**src/rtl/game_pkg.sv**
```systemverilog
// Shared types, display character codes and widths for the game mode sequencer.
package game_pkg;

  typedef enum logic [1:0] {StMenu, StBanner, StPlay, StExit} state_e;

  localparam int unsigned LED_W  = 16;
  localparam int unsigned SEG_W  = 20;
  localparam int unsigned CHAR_W = 5;

  localparam logic [CHAR_W-1:0] C_BLANK = 5'd31;
  localparam logic [CHAR_W-1:0] C_P     = 5'd16;
  localparam logic [CHAR_W-1:0] C_U     = 5'd15;
  localparam logic [CHAR_W-1:0] C_d     = 5'd19;
  localparam logic [CHAR_W-1:0] C_n     = 5'd20;
  localparam logic [CHAR_W-1:0] C_g     = 5'd9;
  localparam logic [CHAR_W-1:0] C_o     = 5'd17;

  // Menu digits are 1-based on the display, so index 0 shows as "1".
  function automatic logic [CHAR_W-1:0] digit_char(input logic [3:0] idx);
    return {1'b0, idx} + 5'd1;
  endfunction

endpackage

```
**src/rtl/btn_edge.sv**
```systemverilog
// Rising-edge detector; prev resets high so a button held through reset never fires.
module btn_edge (
  input  logic clk,
  input  logic reset_n,
  input  logic btn,
  output logic rise
);

  logic prev_q;

  always_ff @(posedge clk) begin
    if (!reset_n) prev_q <= 1'b1;
    else          prev_q <= btn;
  end

  assign rise = btn & ~prev_q;

endmodule

```
**src/rtl/game_mode_scheduler.sv**
```systemverilog
// Menu / banner / play / exit sequencer that owns the shared LEDs and display and
// hands the go/stop button and an active flag to the selected game mode.
module game_mode_scheduler
  import game_pkg::*;
#(
  parameter int unsigned NUM_MODES        = 3,
  parameter int unsigned BANNER_CYCLES    = 100_000_000,
  parameter int unsigned DONE_HOLD_CYCLES = 300_000_000,
  parameter int unsigned CNT_W            = 29
) (
  input  logic                        clk,
  input  logic                        reset_n,
  input  logic                        btn_next,
  input  logic                        btn_enter,
  input  logic                        btn_back,
  input  logic                        btn_go_stop_in,
  input  logic [NUM_MODES-1:0]        mode_done,
  input  logic [LED_W*NUM_MODES-1:0]  mode_led_bus,
  input  logic [SEG_W*NUM_MODES-1:0]  mode_seg_bus,
  output logic [NUM_MODES-1:0]        mode_active,
  output logic [NUM_MODES-1:0]        btn_go_stop_out,
  output logic [LED_W-1:0]            led,
  output logic [SEG_W-1:0]            seg_data,
  output logic [3:0]                  sel
);

  localparam logic [CNT_W-1:0] BannerLast = CNT_W'(BANNER_CYCLES - 1);
  localparam logic [CNT_W-1:0] HoldLast   = CNT_W'(DONE_HOLD_CYCLES - 1);
  localparam logic [3:0]       SelLast    = 4'(NUM_MODES - 1);

  logic next_rise, enter_rise, back_rise;

  btn_edge u_next  (.clk(clk), .reset_n(reset_n), .btn(btn_next),  .rise(next_rise));
  btn_edge u_enter (.clk(clk), .reset_n(reset_n), .btn(btn_enter), .rise(enter_rise));
  btn_edge u_back  (.clk(clk), .reset_n(reset_n), .btn(btn_back),  .rise(back_rise));

  state_e               state_q, state_d;
  logic [3:0]           sel_d;
  logic [CNT_W-1:0]     cnt_q, cnt_d;
  logic                 done_q, done_d;
  logic [NUM_MODES-1:0] sel_onehot;
  logic [LED_W-1:0]     led_slice;
  logic [SEG_W-1:0]     seg_slice;

  assign sel_onehot = {{(NUM_MODES-1){1'b0}}, 1'b1} << sel;
  assign led_slice  = mode_led_bus[LED_W*int'(sel) +: LED_W];
  assign seg_slice  = mode_seg_bus[SEG_W*int'(sel) +: SEG_W];

  always_comb begin
    state_d = state_q;
    sel_d   = sel;
    cnt_d   = cnt_q;
    done_d  = done_q;
    unique case (state_q)
      StMenu: begin
        // Enter wins over a same-cycle next, leaving the selection untouched.
        if (enter_rise) begin
          state_d = StBanner;
          cnt_d   = '0;
        end else if (next_rise) begin
          sel_d = (sel == SelLast) ? 4'd0 : sel + 4'd1;
        end
      end
      StBanner: begin
        if (back_rise) begin
          state_d = StMenu;
        end else if (cnt_q == BannerLast) begin
          state_d = StPlay;
          cnt_d   = '0;
        end else begin
          cnt_d = cnt_q + CNT_W'(1);
        end
      end
      StPlay: begin
        // Once latched, the hold runs to completion even if mode_done drops.
        if (back_rise) begin
          state_d = StExit;
        end else if (done_q) begin
          if (cnt_q == HoldLast) state_d = StExit;
          else                   cnt_d   = cnt_q + CNT_W'(1);
        end else if (|(mode_done & sel_onehot)) begin
          done_d = 1'b1;
          cnt_d  = '0;
        end
      end
      StExit: begin
        state_d = StMenu;
        done_d  = 1'b0;
      end
      default: state_d = StMenu;
    endcase
  end

  always_ff @(posedge clk) begin
    if (!reset_n) begin
      state_q         <= StMenu;
      sel             <= 4'd0;
      cnt_q           <= '0;
      done_q          <= 1'b0;
      mode_active     <= '0;
      btn_go_stop_out <= '0;
      led             <= '0;
      seg_data        <= {C_P, C_BLANK, C_BLANK, digit_char(4'd0)};
    end else begin
      state_q         <= state_d;
      sel             <= sel_d;
      cnt_q           <= cnt_d;
      done_q          <= done_d;
      mode_active     <= '0;
      btn_go_stop_out <= '0;
      led             <= '0;
      // Outputs follow the state being entered so they line up with state_q.
      unique case (state_d)
        StMenu:   seg_data <= {C_P, C_BLANK, C_BLANK, digit_char(sel_d)};
        StBanner: begin
          led      <= '1;
          seg_data <= {4{digit_char(sel_d)}};
        end
        StPlay: begin
          mode_active     <= sel_onehot;
          btn_go_stop_out <= sel_onehot & {NUM_MODES{btn_go_stop_in}};
          led             <= led_slice;
          seg_data        <= seg_slice;
        end
        StExit:   seg_data <= {4{C_BLANK}};
        default:  seg_data <= {4{C_BLANK}};
      endcase
    end
  end

endmodule

```
**config.mk**
```make
export PLATFORM = sky130hd
export DESIGN_NAME = game_mode_scheduler
export DESIGN_NICKNAME = d
export VERILOG_FILES = /design/src/rtl/game_pkg.sv /design/src/rtl/btn_edge.sv /design/src/rtl/game_mode_scheduler.sv
export SDC_FILE = /design/constraint.sdc
export NUM_CORES = 1
export LEC_CHECK = 0
export ABC_AREA = 1
export CAP_MARGIN = 5
export CORE_ASPECT_RATIO = 0.9
export CORE_UTILIZATION = 47
export DETAILED_ROUTE_END_ITERATION = 8
export GPL_TIMING_DRIVEN = 1
export PLACE_DENSITY = 0.9
export SETUP_SLACK_MARGIN = 0.4
export SLEW_MARGIN = 20
export SYNTH_ARGS = -nofsm -noshare
export SYNTH_HDL_FRONTEND = slang
export SYNTH_SLANG_ARGS = --single-unit
export TNS_END_PERCENT = 20
```
**constraint.sdc**
```tcl
create_clock -name clk -period 3 [get_ports clk]
set_input_delay 0.3 -clock clk [delete_from_list [all_inputs] [get_ports clk]]
set_output_delay 0.3 -clock clk [all_outputs]
set_load 0.05 [all_outputs]
```
# Word-level counts from Yosys, hierarchy flattened
# Cells that the tools add are included.
dict set report op_classes {
  n_addsub 3
  multipliers 1
  eq_ne 14
  shifts 3
  n_mux 25
  bitwise 8
  reduce_logical 8
}
# op n
set op_table {}
lappend op_table {{29-bit 2-to-1 mux} 7}
lappend op_table {{29-bit one-hot mux with 3 select lines} 1}
lappend op_table {{20-bit one-hot mux with 4 select lines} 1}
lappend op_table {{60-bit by 10-bit variable part select with 20-bit output} 1}
lappend op_table {{48-bit by 9-bit variable part select with 16-bit output} 1}
lappend op_table {{16-bit one-hot mux with 2 select lines} 1}
lappend op_table {{29-bit by 1-bit adder with 29-bit output, second input constant} 1}
lappend op_table {{29-bit by 27-bit equality test with 1-bit output, second input constant} 1}
lappend op_table {{29-bit equality test, second input constant} 1}
lappend op_table {{4-bit 2-to-1 mux} 4}
lappend op_table {{2-bit 2-to-1 mux} 6}
lappend op_table {{2-bit equality test, second input constant} 4}
lappend op_table {{2-bit one-hot mux with 4 select lines} 1}
lappend op_table {{3-bit by 4-bit multiplier with 7-bit output, first input constant} 1}
lappend op_table {{3-bit bitwise AND} 2}
lappend op_table {{2-bit inequality test, second input constant} 3}
lappend op_table {{3-bit inequality test, second input constant} 2}
lappend op_table {{6-bit AND reduction} 1}
lappend op_table {{4-bit by 1-bit adder with 5-bit output, second input constant} 1}
lappend op_table {{4-bit by 1-bit adder with 4-bit output, second input constant} 1}
lappend op_table {{2-bit by 1-bit equality test with 1-bit output, second input constant} 2}
lappend op_table {{4-bit by 2-bit equality test with 1-bit output, second input constant} 1}
lappend op_table {{2-bit zero test} 2}
lappend op_table {{2-bit AND reduction} 2}
lappend op_table {{other kinds (8)} 14}
dict set report word_totals {
  register_bits 81
  out_inout_bits 46
  elab_cells 73
}

# Longest topological paths before layout
dict set report depth {
  ltp_word 7
  depth_mapped 20
  depth_no_buf 20
}

# Modules after synthesis
# From an unflattened synthesis, not the netlist that was laid out.
dict set report hier_totals {
  cells_unflattened 817
  area_unflattened_um2 5183.7
}
# module n_inst cells_each area_each_um2 seq_area_each_um2
set modules_own_cells {}
lappend modules_own_cells {game_mode_scheduler 1 805 5082.4 1561.5}
lappend modules_own_cells {btn_edge 3 4 33.8 20.0}

# Worst setup path after synthesis
# No wires, ideal clock.
dict set report synth_path {
  kind {register to register}
  startpoint {register state_q[0]}
  endpoint {register seg_data[14]}
  setup_time_ps 123
  arrival_time_ps 2548
  path_slack_ps 328
  path_stages_with_launch 16
  cell_sequence {dfxtp_1 -> inv_1 -> ha_1 -> clkbuf_1 -> nand2_1 -> nand3_1 -> nand2_1 -> nand3_1 -> o21ai_0 -> ha_1 -> nor2_1 -> inv_1 -> nor2_1 -> inv_1 -> a21oi_1 -> nand2_1}
}
dict set report synth_between {
  elab_chain_len 6
  word_cells_on_any_way 18
}
# item line_no
set synth_lines {}
lappend synth_lines {{from (decl)} game_mode_scheduler.sv:37} ;# state_e state_q, state_d;
lappend synth_lines {{from (signal assigned)} game_mode_scheduler.sv:96} ;# state_q <= StMenu;
lappend synth_lines {{from (signal assigned)} game_mode_scheduler.sv:105} ;# state_q <= state_d;
lappend synth_lines {{2-bit 2-to-1 mux} game_mode_scheduler.sv:79} ;# if (cnt_q == HoldLast) state_d = StExit;
lappend synth_lines {{2-bit 2-to-1 mux} game_mode_scheduler.sv:78} ;# end else if (done_q) begin
lappend synth_lines {{2-bit 2-to-1 mux} game_mode_scheduler.sv:76} ;# if (back_rise) begin
lappend synth_lines {{2-bit one-hot mux with 4 select lines} game_mode_scheduler.sv:54} ;# unique case (state_q)
lappend synth_lines {{2-bit equality test (tied with other cells)} game_mode_scheduler.sv:113} ;# unique case (state_d)
lappend synth_lines {{20-bit one-hot mux with 4 select lines *} game_mode_scheduler.sv:113}
lappend synth_lines {{to (signal assigned)} game_mode_scheduler.sv:114} ;# StMenu: seg_data <= {C_P, C_BLANK, C_BLANK, digit_char(sel_d)};
lappend synth_lines {{to (signal assigned)} game_mode_scheduler.sv:117} ;# seg_data <= {4{digit_char(sel_d)}};
lappend synth_lines {{to (signal assigned)} game_mode_scheduler.sv:123} ;# seg_data <= seg_slice;
lappend synth_lines {{to (decl)} game_mode_scheduler.sv:23} ;# output logic [SEG_W-1:0] seg_data,
# Every way passes the cells marked *; elsewhere a longest branch is shown, timed or not.
# A chain may end at the register's enable or synchronous reset.

# Final worst setup path
# Ends and elaborated chain as after synthesis.

==> flow_summary.toml <==
[synthesis]
ys_ff_latch = 81
seq_area_frac_synth = 0.327
synth_top_area_frac = 0.327
synth_nets = 907
yosysMostFrequentCell = "nand2_1"
synth_flop_cell = "dfxtp_1"
yosysWarnings = 0
yosysTopAreaCell = "dfxtp_1"
syn_area_per_cell_um2 = 6.38
ys_types = 36
synthesis.area_mm2 = 0.00496
synth_edf_count = 0
synthCells = 777
ys_top_cells_by_count = "nand2_1 (220), dfxtp_1 (81), nor2_1 (80)"
synthTopCellsByArea = "dfxtp_1 (33%), nand2_1 (17%), nand3_1 (8.0%)"
synthArstFlopShare = 0

[power_and_ir_drop]
power_frac_clock = 0.371
comb_power_share = 0.273
netSwitchingFraction = 0.311
power_density_mw_per_mm2 = 451
p_sw_w = 0.00101
pwr-share-seq = 0.356
max-vdd-ir-drop_v = 0.000349
p_leak_nw = 2.79
p_int_w = 0.00224

[clocking]
path_clk_slew_ns = 0.06
cts_buffer_depth = 2
cts_buffers = 9
htree_levels = 3
root_buffer = "clkbuf_16"
cts_tree = "yes"
clock_sinks = 81
hold_buffers = 0
clk_latency_ns = 0.34

[die]
core_area_mm2 = 0.0102
die_width_um = 110
die_area_mm2 = 0.0110
die_h_um = 99.4
io-pin-count = 163
initial_utilization = 0.484
rows = 35

[layout]
fin_cells = 1072
fin_nets = 1068
drive_gt1_frac = 0.101
area_growth_pct = 45.0
diodes = 0
stdcell_area_mm2 = 0.00719

[setup_path]
crit_chain = "inv_1 -> ha_1 -> buf_4 -> clkinvlp_4 -> nand2_1 -> a22oi_1 -> buf_4 -> ha_2 -> nor2_4 -> inv_2 -> nor2_2 -> inv_1 -> a21oi_2 -> nand2_1"
slowest_stage = "dfxtp_2"
cp.required_ns = 3.22
critical_path_class = "reg -> reg"
critical-path-max-stage-delay_ns = 0.37
crit_path_end_kind = "flip-flop"
worstPathArrival_ns = 2.74
cp_max_fo = 8
cp-start-kind = "flip-flop"
rrSetupSlack_ns = 0.48

[outcome]
run_status = "completed"

[timing]
max_freq_mhz = 396
fin_hold_ws_ns = 0.501
fin_crit_sh = 0.842
skew_ns = 0.00612
tightest_slew_ns = 0.897
tns_ns = 0
setup_ws_ns = 0.475
fin_crit_ns = 2.52
finalHoldViolations = 0
rsz0062_at_grt = "true"
max_slew_margin = 0.400
slew_violations = 0
final-setup-viol-count = 0

[detailed_routing]
top_layer_used = "met4"
met3_length_um = 1690
dr.pass1.iters = 6
final_antenna_net_count = 0
wl_per_cell_um = 15.9
num_vias = 6000
vias_per_cell = 5.60
routed_wl_um = 17000
wl_met2_um = 8050
drtIter0Drc = 561
drc = 0
wl_met1_um = 6760

[grt]
globalRoute.totalOverflow = 0
antenna_found_initial = 0
grt_max_degree = 39
grt.total_usage = 0.296
grt_pass1_vias = 5250
grt_pass1_wl_um = 25700

[place]
preCtsSetupSlack_ns = 0.0916
gp_congestion = 0.946
hpwl_um = 12100
place_area_mm2 = 0.00670
placed_cells = 1050
portBuffers = 162

[worst_hold_path]
min_path_type = "in -> reg"

[run]
drv_cap = 0
==> cell type report <==
cell class	count	area (um^2)
fill	809	3060
multi-input combinational	587	2980
timing repair buffer	183	1780
sequential	81	1630
inverter	76	304
clock buffer	10	239
tap	129	161
clock inverter	6	91.3
==> stage by stage <==
stage,util,power (W)
6_report,0.702,0.00324
5_1_grt,0.702,0.00336
4_1_cts,0.692,0.00322
3_5_place_dp,0.654,0.00201
3_3_place_gp,0.654,0.00200
2_1_floorplan,-,0.00166
==> path summary, 6_finish.rpt <==
kind / start / cells past startpoint / endpoint
setup / recovery: state_q[0] / 14 / seg_data[14]
hold / removal: btn_back / 3 / u_back.prev_q
setup reg to reg: state_q[0] / 14 / seg_data[14]
hold reg to reg: cnt_q[1] / 2 / cnt_q[1]
==> registers in the layout (all words and copies together), names as in the netlist <==
register,flops
sel,4
mode_active,3
u_enter.prev_q,1
u_next.prev_q,1
done_q,1
cnt_q,29
u_back.prev_q,1
btn_go_stop_out,3
seg_data,20
state_q,2
led,16
==> worst max-delay path: cells and delay by family (launching register included) <==
family	cells	cell delay (ns)
buffers and inverters	6	0.83
adders and majority gates	2	0.46
and+or+nand+nor	4	0.45
DFF	1	0.37
AOI/OAI and AO/OA	2	0.27
==> logic make-up after synthesis <==
group,count (synthesis),synth area share
and+or+nand+nor,434,0.387
AOI/OAI and AO/OA,138,0.159
buffers and inverters,109,0.0903
DFF,81,0.327
adders and majority gates,13,0.0328
xor gates and xnor gates,2,0.00353
==> routing by layer <==
| layer | track usage | vias to the layer above |
|---|---|---|
| li1 | - | 2871 |
| met1 | 0.379 | 2729 |
| met2 | 0.485 | 342 |
| met3 | 0.0682 | 58 |
| met4 | 0.107 | 0 |
| met5 | 0 | - |
==> cells in the final DEF, fill, tap and decap left out, drive strengths merged, types with 17 or more instances in the layout <==
cell,instances
nand2,225
clkdlybuf4s50,162
nor2,94
dfxtp,81
nand3,80
inv,73
o21ai,54
a21oi,45
a22oi,33
buf,21
nand4,17
==> power by group through the flow <==
stage	Clock (W)	Combinational, W	Sequential, W
after floorplan	0	0.000303	0.00136
after global placement	0	0.000825	0.00117
after detailed placement	0	0.000831	0.00118
after CTS	0.00121	0.000853	0.00115
after global routing	0.00126	0.000941	0.00116
final	0.00120	0.000886	0.00115
==> what timing repair did <==
action | CTS | global route
gates resized for setup | 11 | 26
setup endpoints to repair | 45 | 62
pin swaps | 0 | 2
setup buffers | 4 | 2
Note: power is estimated with default switching activity, not from simulation.
